**config.mk**
```make
export PLATFORM = sky130hd
export DESIGN_NAME = reg_scoreboard
export DESIGN_NICKNAME = d
export VERILOG_FILES = /design/src/rtl/reg_scoreboard_pkg.sv /design/src/rtl/decoder_n.sv /design/src/rtl/reg_scoreboard.sv
export SDC_FILE = /design/constraint.sdc
export NUM_CORES = 1
export LEC_CHECK = 0
export CAP_MARGIN = 40
export CORE_MARGIN = 4
export CORE_UTILIZATION = 40
export CTS_BUF_LIST = sky130_fd_sc_hd__clkbuf_8
export CTS_CLUSTER_SIZE = 40
export DETAILED_ROUTE_END_ITERATION = 7
export PLACE_DENSITY_LB_ADDON = 0.08
export SLEW_MARGIN = 20
export SYNTH_ARGS = -nofsm -noshare
export SYNTH_HDL_FRONTEND = slang
export SYNTH_SLANG_ARGS = --single-unit
```
**constraint.sdc**
```tcl
create_clock -name clk -period 2.8 [get_ports clk]
set_clock_uncertainty 0.05 [all_clocks]
set_input_delay 0.42 -clock clk [delete_from_list [all_inputs] [get_ports clk]]
set_output_delay 0.42 -clock clk [all_outputs]
set_load 0.02 [all_outputs]
```
**src/rtl/reg_scoreboard_pkg.sv**
```systemverilog
// Shared processor constants for the register file and its pending-write scoreboard.
//   RegAddrW : architectural register-address width
//   NumRegs  : number of architectural registers
//   XzrIdx   : index of the hardwired-zero register (never written, never tracked)
//   XLEN     : register width
//   RfReadPorts / RfWritePorts : register-file port counts
package reg_scoreboard_pkg;

  localparam int unsigned RegAddrW     = 5;
  localparam int unsigned NumRegs      = 2 ** RegAddrW;
  localparam int unsigned XzrIdx       = 31;
  localparam int unsigned XLEN         = 64;
  localparam int unsigned RfReadPorts  = 2;
  localparam int unsigned RfWritePorts = 1;

  // Registered error pulses produced by the scoreboard.
  typedef struct packed {
    logic waw;
    logic clr;
  } sb_err_t;

endpackage

```
**src/rtl/decoder_n.sv**
```systemverilog
// Parametrised ADDR_W-to-2**ADDR_W one-hot decoder with enable.
//   en_i     : when low the output is all zeros
//   addr_i   : index to decode
//   onehot_o : one-hot vector, bit addr_i set when en_i is high
module decoder_n #(
  parameter int unsigned ADDR_W = 5,
  localparam int unsigned NUM_OUT = 2 ** ADDR_W
) (
  input  logic              en_i,
  input  logic [ADDR_W-1:0] addr_i,
  output logic [NUM_OUT-1:0] onehot_o
);

  always_comb begin
    onehot_o = '0;
    for (int unsigned i = 0; i < NUM_OUT; i++) begin
      onehot_o[i] = en_i && (addr_i == ADDR_W'(i));
    end
  end

endmodule

```
**src/rtl/reg_scoreboard.sv**
```systemverilog
// Pending-write scoreboard for the architectural register file.
// Issue marks a destination register pending; writeback retires it. Source operands are
// checked against the registered pending vector to flag read-after-write hazards.
//   clk, reset             : rising-edge clock, asynchronous active-high reset
//   set_en, set_addr       : issue-stage destination becomes pending
//   clr_en, clr_addr       : writeback-stage pending write retires
//   rd_addr_a, rd_addr_b   : source operands queried
//   hazard_a, hazard_b     : combinational, queried source has a pending write
//   busy                   : registered pending-write vector
//   busy_count             : registered number of pending registers
//   waw_err                : one-cycle pulse, set to an already-pending register
//   clr_err                : one-cycle pulse, clear of a non-pending register
module reg_scoreboard
  import reg_scoreboard_pkg::*;
#(
  parameter int unsigned ADDR_W   = RegAddrW,
  parameter int unsigned ZERO_REG = XzrIdx,
  parameter int unsigned CNT_W    = ADDR_W + 1,
  localparam int unsigned NUM_REGS = 2 ** ADDR_W
) (
  input  logic                clk,
  input  logic                reset,
  input  logic                set_en,
  input  logic [ADDR_W-1:0]   set_addr,
  input  logic                clr_en,
  input  logic [ADDR_W-1:0]   clr_addr,
  input  logic [ADDR_W-1:0]   rd_addr_a,
  input  logic [ADDR_W-1:0]   rd_addr_b,
  output logic                hazard_a,
  output logic                hazard_b,
  output logic [NUM_REGS-1:0] busy,
  output logic [CNT_W-1:0]    busy_count,
  output logic                waw_err,
  output logic                clr_err
);

  localparam logic [ADDR_W-1:0] ZeroAddr = ADDR_W'(ZERO_REG);

  logic [NUM_REGS-1:0] set_dec, clr_dec;
  logic [NUM_REGS-1:0] set_hit, clr_hit;
  logic [NUM_REGS-1:0] track_mask;
  logic [NUM_REGS-1:0] busy_d, busy_q;
  logic [CNT_W-1:0]    count_d, count_q;
  logic                cnt_inc, cnt_dec;
  sb_err_t             err_d, err_q;

  decoder_n #(
    .ADDR_W (ADDR_W)
  ) u_set_dec (
    .en_i     (set_en),
    .addr_i   (set_addr),
    .onehot_o (set_dec)
  );

  decoder_n #(
    .ADDR_W (ADDR_W)
  ) u_clr_dec (
    .en_i     (clr_en),
    .addr_i   (clr_addr),
    .onehot_o (clr_dec)
  );

  // The zero register is dropped here so no later term can touch or report on it.
  always_comb begin
    track_mask           = '1;
    track_mask[ZERO_REG] = 1'b0;
    set_hit              = set_dec & track_mask;
    clr_hit              = clr_dec & track_mask;
  end

  always_comb begin
    // Set wins over a same-cycle clear of the same register.
    busy_d  = set_hit | (busy_q & ~clr_hit);

    // At most one bit of each hit vector is set, so each term is a 0/1 step.
    cnt_inc = |(set_hit & ~busy_q);
    cnt_dec = |(clr_hit & busy_q & ~set_hit);
    count_d = count_q + CNT_W'(cnt_inc) - CNT_W'(cnt_dec);

    err_d.waw = |(set_hit & busy_q & ~clr_hit);
    err_d.clr = |(clr_hit & ~busy_q & ~set_hit);
  end

  always_ff @(posedge clk or posedge reset) begin
    if (reset) begin
      busy_q  <= '0;
      count_q <= '0;
      err_q   <= '0;
    end else begin
      busy_q  <= busy_d;
      count_q <= count_d;
      err_q   <= err_d;
    end
  end

  // No bypass of same-cycle set/clear: hazards come from registered state only.
  assign hazard_a   = busy_q[rd_addr_a] & (rd_addr_a != ZeroAddr);
  assign hazard_b   = busy_q[rd_addr_b] & (rd_addr_b != ZeroAddr);
  assign busy       = busy_q;
  assign busy_count = count_q;
  assign waw_err    = err_q.waw;
  assign clr_err    = err_q.clr;

`ifndef SYNTHESIS
  count_matches_busy: assert property (@(posedge clk) disable iff (reset)
    count_q == CNT_W'($countones(busy_q)));
  zero_reg_never_busy: assert property (@(posedge clk) disable iff (reset)
    !busy_q[ZERO_REG]);
`endif

endmodule

```
Word level (Yosys, flattened, before mapping)

Index checks and enable logic that the tools add are counted.

Logic and storage cells: 156
Output and inout bits: 42
Input port bits: 24
Bits in read-only memories: 0
Memory bits (writable): 0
Register bits after elaboration: 40
Memories: 0
Latch bits: 0

Bitwise gates (word level): 14
Multiplexer cells: 4
Shifts and indexed selects: 0
Reduce and logical (&&, ||, !) cells: 68
$mul: 0
Eq/ne operators: 62
Add/subtract/negate cells: 2
Div/mod/pow operators: 0
Order comparisons: 2

Operator list:

| kind                                                | count |
|---|---|
| equality test 5 bit, second input constant          | 30 |
| AND 31 x 32 -> 32 bit                               | 4 |
| AND 32 bit                                          | 4 |
| OR reduction 32 bit                                 | 4 |
| equality test 5 x 4 -> 1 bit, second input constant | 16 |
| NOT 31 -> 32 bit                                    | 2 |
| logical AND 1 bit                                   | 62 |
| equality test 5 x 3 -> 1 bit, second input constant | 8 |
| NOT 32 bit                                          | 1 |
| OR 31 x 32 -> 32 bit                                | 1 |
| equality test 5 x 2 -> 1 bit, second input constant | 4 |
| < comparator 5 x 6 -> 1 bit, second input constant  | 2 |
| binary-select mux 1 bit (select 5 bit)              | 2 |
| equality test 5 x 1 -> 1 bit, second input constant | 2 |
| zero test 5 bit                                     | 2 |
| != test 5 bit, second input constant                | 2 |
| adder 6 x 1 -> 6 bit                                | 1 |
| subtractor 6 x 1 -> 6 bit                           | 1 |
| AND 1 bit                                           | 2 |
| two-way mux 1 bit                                   | 2 |

Logic depth before layout (Yosys ltp)

Word-level depth: 6
Gate-level depth with buffers: 15
Depth with buffers taken out: 13

By module

From an unflattened synthesis, not the netlist that was laid out.

Cell total of the unflattened synthesis: 453
Area, all modules: 3,698.5 um^2

Modules (own cells, without submodules):

| module         | area each (um^2) | instances | cells an instance |
|---|---|---|---|
| reg_scoreboard | 3,238.1          | 1         | 359 |
| decoder_n      | 230.2            | 2         | 47 |

Worst setup path after synthesis

Ideal clock, no wire load.

Path kind: in2reg
Start: input port set_addr[2]
End: register count_q[4], in the netlist busy_count[4]
Slack: -519 ps
Cell stages on the path: 15
Library setup time: 80 ps
Buffers on the path: 2
Arrival time: 3,189 ps
Cells stage by stage: buf_2 or4b_1 buf_2 o2111ai_1 nand4_1 nor4_1 nand4_1 ha_1 inv_1 ha_1 fa_1 a21oi_1 nor2_1 nor2_1 xnor2_1

Word-level cells in the longest chain between the ends: 6
Elaborated cells between the ends (all ways): 69
Classes of those cells: 2 x add/sub; 30 x eq/ne; 3 x bitwise; 34 x reduce/logical

Ends and longest elaborated chain:

| item                                                               | RTL line                                   | text |
|---|---|---|
| start, declared                                                    | reg_scoreboard.sv:24                       | `input logic [ADDR_W-1:0] set_addr,` |
| equality test 5 x 1 -> 1 bit, or another cell as far along         | decoder_n.sv:17                            | `onehot_o[i] = en_i && (addr_i == ADDR_W'(i));` |
| logical AND 1 bit                                                  | decoder_n.sv:17                            |  |
| AND 31 x 32 -> 32 bit / NOT 31 -> 32 bit (equally long branches)   | reg_scoreboard.sv:76, reg_scoreboard.sv:77 |  |
| OR reduction 32 bit / AND 32 bit (equally long branches)           | reg_scoreboard.sv:76, reg_scoreboard.sv:77 |  |
| adder 6 x 1 -> 6 bit / OR reduction 32 bit (equally long branches) | reg_scoreboard.sv:78, reg_scoreboard.sv:77 |  |
| subtractor 6 x 1 -> 6 bit *                                        | reg_scoreboard.sv:78                       | `count_d = count_q + CNT_W'(cnt_inc) - CNT_W'(cnt_dec);` |
| named net count_d[4]                                               | reg_scoreboard.sv:43                       | `logic [CNT_W-1:0] count_d, count_q;` |
| end signal, assigned                                               | reg_scoreboard.sv:91                       | `count_q <= count_d;` |
| end, declared                                                      | reg_scoreboard.sv:43                       |  |

The timed path passes the listed nets; every way through them passes the cells marked *.

Final worst setup path

Start: input port set_addr[4]
End: register count_q[4], in the netlist busy_count[4]

The elaborated chain is that of the path after synthesis.

==> impl_results.md <==
- Synth unique cells: 59
- Global route overflow: 0
- Final worst slack: -0.2503 ns
- WS Path Type: in -> reg
- Die span in x: 104.6 µm
- Synth area leaders: dfrtp_1, nand2_1, mux4_2, o2111ai_1, o32ai_1
- Simple-gate area share of the yosys netlist: 0.2519
- Failing checks: negative setup slack
- Worst hold path class: in -> async
- Final non-filler cell total: 748
- Min Tclk post-route: 3.050 ns
- Post-synthesis mux area share: 0.09460
- Die Ht: 104.6 µm
- Global placer's final weighted congestion: 1.060
- Sequential-to-total area share from yosys stat: 0.2617
- Crit path cell chain: buf_8 -> or4b_4 -> buf_4 -> o2111ai_1 -> o2111ai_1 -> nor4_2 -> nand4_1 -> ha_1 -> inv_1 -> ha_2 -> fa_2 -> a21oi_2 -> nor2_1 -> nor2_1 -> xnor2_1
- FF-to-FF path depth: 12
- Clk buf depth: 2
- Clock Tree Root: clkbuf_8
- Clk network pwr share: 0.130
- Synthesized net count: 475
- Net Sw Frac: 0.4409
- Util after Layout: 0.6565
- Reg-to-reg startpoint: busy[4]$_DFF_PP0_
- Fin. max-slew vios: 0
- Core area: 8891 µm²
- Largest net degree at the start of global routing: 40
- Adder-cell share of the synthesized area: 0.02549
- Final net count: 670
- # fillers: 757
- Commonest cells after routing, fill and taps aside: buf_4, nand2_1, clkdlybuf4s50_1
- Reg2reg end: busy_count[5]$_DFF_PP0_
- Vias in the first global route: 4875
- Post-DP Area: 5523 µm²
- Kind of cell adding the most delay to the critical path: simple AND/OR/NAND/NOR gates
- Post-DRT Antenna Nets: 0
- Outcome: finished, violations left
- Router iterations before antenna repair: 5
- Final TNS setup: -0.7312 ns
- Max-capacitance violation count: 0
- ANT cells: 0
- Dpl cells: 728
- CP Capture Type: register
- Cell taking the most area after synthesis: dfrtp_1
- RSZ-0062 raised after global routing: true
- Synth-to-layout area growth: 56.49%
- Most common cell after layout, fill and taps aside: buf_4
- Synth Area in Compound Gates: 0.2804
- DP HPWL: 14520 µm
- Post-synthesis sequential element count: 39
- Peak Freq: 327.8 MHz
- Top-level port count: 66
- Via count: 4875
- Overall routed net length: 18460 µm
- Global-route wire length before repair: 28550 µm
- Port buffer count: 64
- Ys flop type: dfrtp_1
- GRT Overall Usage: 0.3372
- Worst-Skew Late Latency: 0.31 ns
- Leak: 0.002489 µW
- Initial antenna violation count: 0
- # H-tree levels: 2
- Slowest cell on crit path: or4b_4
- Yosys top cell area share: 0.2617
- CP required: 2.99 ns
- Main combinational cell family by area after synthesis: compound AO/OA/AOI/OAI gates
- Fin area: 5837 µm²
- Hold Slack: 0.4875 ns
- Worst-Margin Slew: 0.6815 ns
- CP peak stage delay: 0.58 ns
- Clock slew at reported path FFs: 0.11 ns
- # setup viols final: 4
- Critical Path Stages: 15
- CP Max Fanout: 4
- Final period util: 1.089
- Row cnt: 34
- Die ar.: 10930 µm²
- Routed wire per std cell: 24.68 µm
- Clk sinks: 39
- Crit path to: busy_count[4]$_DFF_PP0_
- Mean Syn Cell Area: 8.401 µm²
- Int Pwr: 1829 µW
- Slack of the worst reg-to-reg path: -0.01 ns
- Hold Vio Cnt, Final: 0
- Residual DRC count: 0
- Initial Util: 0.4195
- WP buf/inv: 3
- Yosys warns: 0
- EDFF count, synth: 0
- Number of buffers created by CTS: 5
- Synth async-reset ratio: 1.000
- Synth Cell Area: 3730 µm²
- Via density: 6.517
- Net Sw Power: 1442 µW
- CTS tree: yes
- Xor/xnor cell area share of the yosys netlist: 0.01174
- CP Launch Type: input pin
- Drt initial violations: 503
- Start point of the critical path: set_addr[4]
- Rel. slew slack: 0.5339
- Pwr per Cell Area: 560.5 nW/µm²
- Combinational share of power: 0.565
- Crit path DAT: 3.24 ns
- Cells after Synth: 444
- Share of cells above drive strength 1: 0.3656
- Worst IR drop on VDD: 0.0007462 V
- Sequential fraction of design power: 0.304
-- kinds of logic after synthesis --
family	count (synthesis)
muxes	20
DFF	39
other	1
AOI/OAI and AO/OA	133
buffers and inverters	63
and+or+nand+nor	176
xor gates and xnor gates	5
adders and majority gates	7
-- how the worst min path moves through the flow --
stage	startpoint	end	slack (ns)	cells after the start
5_1_grt	busy[9]$_DFF_PP0_	busy[9]$_DFF_PP0_	0.53	2
6_report	reset	busy[17]$_DFF_PP0_	0.49	3
3_3_place_gp	busy[9]$_DFF_PP0_	busy[9]$_DFF_PP0_	0.46	2
4_1_cts	busy[9]$_DFF_PP0_	busy[9]$_DFF_PP0_	0.49	2
2_1_floorplan	set_addr[1]	busy[0]$_DFF_PP0_	0.56	3
3_5_place_dp	busy[9]$_DFF_PP0_	busy[9]$_DFF_PP0_	0.47	2
-- per-layer routing --
metal	routed length, µm	vias up	track usage
met5	0	-	0
met3	1818	70	0.05672
li1	-	2146	-
met2	8254	333	0.5240
met4	919	0	0.1605
met1	7465	2326	0.4578
-- per-stage QoR --
step	setup slack, ns	total power [µW]
4_1_cts	-0.2742	3245
6_report	-0.2503	3271
3_3_place_gp	-1.006	2725
5_1_grt	-0.4043	3449
2_1_floorplan	-0.3530	1810
3_5_place_dp	-1.064	2771
-- power by group through the flow --
stage | registers, µW | clock network [µW] | logic (µW)
floorplan | 1110 | 0 | 697
global placement | 982 | 0 | 1740
detailed placement | 983 | 0 | 1790
CTS | 977 | 427 | 1840
global route | 1010 | 449 | 1990
finish | 995 | 426 | 1850
-- synth_stat cells (4+ instances only) --
| master | n |
|---|---|
| inv_1 | 23 |
| nor4_1 | 6 |
| nand2b_1 | 4 |
| a21oi_1 | 6 |
| mux2i_1 | 6 |
| a2111oi_0 | 10 |
| nor3_1 | 13 |
| a32oi_1 | 6 |
| dfrtp_1 | 39 |
| or2_2 | 12 |
| and4b_1 | 4 |
| o32ai_1 | 15 |
| mux4_2 | 12 |
| o21ai_0 | 11 |
| xnor2_1 | 4 |
| buf_1 | 4 |
| nor2b_1 | 4 |
| a21o_1 | 6 |
| o2111ai_1 | 30 |
| clkbuf_1 | 16 |
| nor2_1 | 24 |
| o22ai_1 | 5 |
| nand2_1 | 73 |
| buf_2 | 17 |
| a21boi_0 | 4 |
| nand4_1 | 14 |
| ha_1 | 6 |
| nand4bb_1 | 4 |
| a31oi_1 | 6 |
| o211ai_1 | 15 |
-- registers in the layout, indices dropped and copies added, names as in the netlist --
name,cells
busy,31
clr_err,1
busy_count,6
waw_err,1
-- cell type report --
cell class,instances,area [µm²],area share
repair buffers,228,1927,0.3301
clock inverters,3,23.77,0.004073
clock buffers,5,68.82,0.01179
well taps,108,135.1,0.02315
multi-input cells,342,2619,0.4487
inverters,23,86.33,0.01479
flip-flops and latches,39,977.2,0.1674
-- timing repair --
action,4_1_cts,5_1_grt
gates cloned,0,0
setup endpoints to repair,9,6
pin swaps,17,12
resized for setup,66,5
hold buffers,0,0
setup buffers,8,4
-- worst min-delay path, stage by stage --
cell,delay [ns]
clkdlybuf4s50_1,0.39
inv_1,0.05
buf_4,0.44
(Power assumes the default switching activity.)
==> edit 1, RTL diff (config.mk and constraints unchanged) <==
The package constant `RegAddrW` goes from 5 to 6.
--- a/src/rtl/reg_scoreboard_pkg.sv
+++ b/src/rtl/reg_scoreboard_pkg.sv
@@ -6,7 +6,7 @@
 //   RfReadPorts / RfWritePorts : register-file port counts
 package reg_scoreboard_pkg;
 
-  localparam int unsigned RegAddrW     = 5;
+  localparam int unsigned RegAddrW     = 6;
   localparam int unsigned NumRegs      = 2 ** RegAddrW;
   localparam int unsigned XzrIdx       = 31;
   localparam int unsigned XLEN         = 64;
Ports: changed (6 resized); port bits go from 66 to 103. No check against the original RTL was run, so the function may have changed too.
==> edit 1 against the original RTL <==
The flow still finishes with violations (setup timing); critical endpoint is now busy_count[6]$_DFF_PP0_; worst hold slack got worse by 0.12 ns; die area is 78% higher; area after synthesis grew 85%; design area is 120% higher; register-to-register slack lost 0.42 ns; sequential cell count increased by 33; worst setup slack worse by 0.54 ns; routed wire length rose to 2.8 times the old value; largest cell class unchanged; total power is 98% higher; combinational power is 110% higher.
==> edit 1: results (changes against the original RTL) <==
* Flop-to-flop setup slack at -0.43 ns (was -0.01 ns)
* P_leak at 5.43 nW (was 2.49 nW)
* Number of flip-flops in the largest register at 63 (was 31)
* Reg2reg start: busy[35]$_DFF_PP0_ (was busy[4]$_DFF_PP0_)
* Largest net degree at the start of global routing at 30 (was 40)
* Peak supply drop at 0.960 mV (was 0.746 mV)
* Slowest CP cell: nor4bb_2 (was or4b_4)
* Vias in the first global route at 10,700 (was 4,875)
* Via-to-Cell Ratio at 7.27 (was 6.52)
* Final setup vio count at 9 (was 4)
* First-pass GRT wire length at 72,200 um (was 28,600 um)
* Layout cell share with drive strength beyond 1 at 50.5% (was 36.6%)
* Post-route setup slack at -0.795 ns (was -0.250 ns)
* Port Buffers at 101 (was 64)
* GRT Resource Usage Total at 50.3% (was 33.7%)
* Post-synthesis sequential area ratio at 26.0% (was 26.2%)
* DR pass1 iterations at 7 (was 5)
* Relative slew margins at 33.1% (was 53.4%)
* Routed wire length at 51,200 um (was 18,500 um)
* Failing checks: setup timing (unchanged)
* Worst-path fanout max at 6 (was 4)
* Worst-Skew Late Latency at 0.40 ns (was 0.31 ns)
* Status: finished with violations (unchanged)
* DP HPWL at 38,100 um (was 14,500 um)
* Biggest cell delay along the critical path at 0.37 ns (was 0.58 ns)
* Ranking of synthesized cells by area: dfrtp_1 (26%), mux4_2 (12%), o21ai_0 (6.7%) (was dfrtp_1 (26%), nand2_1 (7.3%), mux4_2 (7.2%))
-- edit 1: report_power, final --
part | total, mW | switching [mW] | internal [mW]
Sequential | 1.65 | 0.359 | 1.29
Combinational | 3.85 | 1.95 | 1.90
Clock | 0.990 | 0.559 | 0.431
-- edit 1: metrics by stage --
step                      std cells  cell area [um2]  hold WS [ns]
after CTS                      1512            12300         0.376
after detailed placement       1443            11200         0.515
after global routing           1531            12600         0.406
after floorplan                 786             6990         0.579
after global placement         1440            11200         0.509
final                          1531            12600         0.367
-- edit 1: cell families after synthesis --
kind of cell | after synthesis | synth area share (%)
mux | 48 | 13.5
flops | 72 | 26.0
other cells | 1 | 0.0542
simple gates | 258 | 23.2
xor+xnor | 6 | 0.760
buf+inv | 110 | 6.44
compound gates | 283 | 28.5
fa+ha+maj | 8 | 1.56
-- edit 1: area by class of cell --
cell class	instances	area share, %
inverters	22	0.654
flip-flops and latches	72	14.3
multi-input cells	604	41.2
clock buffers	9	0.981
well taps	220	2.18
repair buffers	597	39.9
clock inverters	7	0.674
-- edit 1: routing by layer --
| layer | wire length (um) | up-vias | track usage (%) | share of wire (%) |
|---|---|---|---|---|
| li1 | - | 4301 | - | - |
| met1 | 17200 | 5250 | 60.8 | 34 |
| met2 | 20100 | 1187 | 70.4 | 39 |
| met3 | 8860 | 385 | 24.4 | 17 |
| met4 | 4940 | 6 | 33.8 | 9.6 |
| met5 | 61 | - | 1.75 | 0.12 |
-- edit 1: how the worst max path moves through the flow --
stage | start | endpoint | slack, ns | depth (start not counted)
global route | set_addr[3] | busy_count[6]$_DFF_PP0_ | -0.84 | 18
global placement | set_addr[1] | busy_count[6]$_DFF_PP0_ | -1.81 | 18
detailed placement | set_addr[1] | busy_count[6]$_DFF_PP0_ | -1.80 | 18
finish | set_addr[3] | busy_count[6]$_DFF_PP0_ | -0.80 | 19
floorplan | set_addr[3] | busy_count[6]$_DFF_PP0_ | -0.95 | 19
CTS | set_addr[0] | busy_count[6]$_DFF_PP0_ | -0.70 | 18
-- edit 1: timing repair --
action                                  CTS  global route
endpoints found under the setup margin   11            10
gates cloned                              5             0
setup buffers                            49            23
hold buffers                              0             0
resized for setup                       159            70
pin swaps                                47            28
-- edit 1: worst reg2reg max path, stage by stage, from the launching register on --
cell       delay, ns
dfrtp_2         0.46
a2bb2oi_1       0.25
o221ai_1        0.16
nor3_2          0.29
o22ai_2         0.16
nor4_1          0.33
ha_1            0.19
inv_2           0.04
ha_4            0.15
fa_2            0.35
a21oi_2         0.14
nor2_1          0.06
nor2_2          0.13
o21bai_1        0.10
a21oi_2         0.14
xnor2_1         0.13
==> edit 2, RTL diff (same settings) <==
Without the edit above. Register the outputs `hazard_a`, `hazard_b`, `waw_err` and `clr_err`, without a reset; this adds one clock of latency there. The other outputs are not delayed to match. Comments in the files are not updated.
--- a/src/rtl/reg_scoreboard.sv
+++ b/src/rtl/reg_scoreboard.sv
@@ -94,12 +94,14 @@
   end
 
   // No bypass of same-cycle set/clear: hazards come from registered state only.
-  assign hazard_a   = busy_q[rd_addr_a] & (rd_addr_a != ZeroAddr);
-  assign hazard_b   = busy_q[rd_addr_b] & (rd_addr_b != ZeroAddr);
   assign busy       = busy_q;
   assign busy_count = count_q;
-  assign waw_err    = err_q.waw;
-  assign clr_err    = err_q.clr;
+  always_ff @(posedge clk) begin
+    hazard_a <= busy_q[rd_addr_a] & (rd_addr_a != ZeroAddr);
+    hazard_b <= busy_q[rd_addr_b] & (rd_addr_b != ZeroAddr);
+    waw_err  <= err_q.waw;
+    clr_err  <= err_q.clr;
+  end
 
 `ifndef SYNTHESIS
   count_matches_busy: assert property (@(posedge clk) disable iff (reset)
Check against the original RTL: not equivalent (Yosys sat finds a counterexample within 4 cycles, from zero or initial values and one cycle with reset high).
==> edit 2 against the original RTL <==
The flow still finishes with violations (setup timing); total power is 5.3% higher; routed wire length decreased by 4.6%; area after synthesis increased by 2.1%; fmax is 1.2% lower; worst setup slack lost 0.038 ns; clock power rose by 25%; register-to-register slack improved by 0.09 ns; synthesized cell count increased by 0.90%; sequential cell count increased by 4; design area is 2.1% higher; critical path depth unchanged; critical endpoint unchanged; highest routed layer unchanged.
==> edit 2: results (changes against the original RTL) <==
* Fin nets at 671 (was 670)
* Pre-CTS setup slack at -1.10 ns (was -1.06 ns)
* Flop-to-flop setup slack at 0.08 ns (was -0.01 ns)
* Async S/R FF share, synth at 90.7% (was 100%)
* Status: finished with violations (unchanged)
* Setup TNS at -0.835 ns (was -0.731 ns)
* Routability cong. at 1.08 (was 1.06)
* Post-synthesis sequential area ratio at 27.7% (was 26.2%)
* Slowest CP cell: o211ai_1 (was or4b_4)
* Max Freq at 324 MHz (was 328 MHz)
* Met2 GRT Util at 48.3% (was 52.4%)
* Met1 Resource Use GR at 42.2% (was 45.8%)
* Wire per inst at 22.9 um (was 24.7 um)
* DP HPWL at 13,700 um (was 14,500 um)
* GRT Resource Usage Total at 31.9% (was 33.7%)
* Ranking of synthesized cells by area: dfrtp_1 (26%), nand2_1 (7.2%), mux4_2 (7.1%) (was dfrtp_1 (26%), nand2_1 (7.3%), mux4_2 (7.2%))
* Iter 0 DRT Violations at 543 (was 503)
* Failing checks: setup timing (unchanged)
* Final setup vio count at 4 (unchanged)
* Relative slew margins at 54.1% (was 53.4%)
* Post-route setup slack at -0.288 ns (was -0.250 ns)
* R2R Path End: busy_count[4]$_DFF_PP0_ (was busy_count[5]$_DFF_PP0_)
* Worst-path fanout max at 7 (was 4)
* First-pass GRT wire length at 27,500 um (was 28,600 um)
* Crit path arrival time at 3.28 ns (was 3.24 ns)
* Biggest cell delay along the critical path at 0.34 ns (was 0.58 ns)
* DR pass1 iterations at 6 (was 5)
## edit 2: worst max path at each step
stage	from	to	slack, ns	cells after the start
CTS	set_addr[3]	busy_count[4]$_DFF_PP0_	-0.32	14
floorplan	set_addr[4]	busy_count[4]$_DFF_PP0_	-0.35	15
detailed placement	set_addr[4]	busy_count[4]$_DFF_PP0_	-1.10	14
global route	set_addr[2]	busy_count[4]$_DFF_PP0_	-0.37	15
global placement	set_addr[4]	busy_count[4]$_DFF_PP0_	-0.97	14
finish	set_addr[2]	busy_count[4]$_DFF_PP0_	-0.29	15
## edit 2: what timing repair did
item | CTS | global route
pin swaps | 27 | 19
setup endpoints to repair | 6 | 5
buffers inserted | 12 | 3
gates resized for setup | 61 | 8
## edit 2: metal layers
layer | up-vias | wire, um
met3 | 105 | 1820
met5 | - | 0
li1 | 2148 | -
met4 | 0 | 1190
met1 | 2337 | 6970
met2 | 332 | 7620
## edit 2: logic make-up after synthesis
family	after synthesis	share of synthesized area [%]
and+or+nand+nor	176	24.7
muxes	20	9.26
adders and majority gates	7	2.50
buffers and inverters	63	7.16
xor gates and xnor gates	5	1.15
DFF	43	27.7
other	1	0.0984
AOI/OAI and AO/OA	133	27.5
## edit 2: cell type report
| class | count | area share [%] |
|---|---|---|
| clock inverter | 3 | 0.735 |
| sequential | 43 | 17.7 |
| multi-input combinational | 342 | 44.8 |
| inverter | 23 | 1.45 |
| clock buffer | 5 | 1.16 |
| tap | 129 | 2.71 |
| timing repair buffer | 225 | 31.4 |
## edit 2: stage by stage
stage	total power [mW]	instance area [um2]	std cells
after CTS	3.43	5920	769
after global placement	2.77	5590	750
after global routing	3.63	5960	770
after floorplan	1.88	3860	448
after detailed placement	2.81	5590	750
final	3.44	5960	770
## edit 2: report_power, final
group / switching [mW] / total [mW] / internal (mW) / leakage [nW]
Sequential: 0.238 / 1.03 / 0.794 / 0.508
Clock: 0.265 / 0.532 / 0.267 / 0.0581
Combinational: 0.942 / 1.88 / 0.938 / 1.94
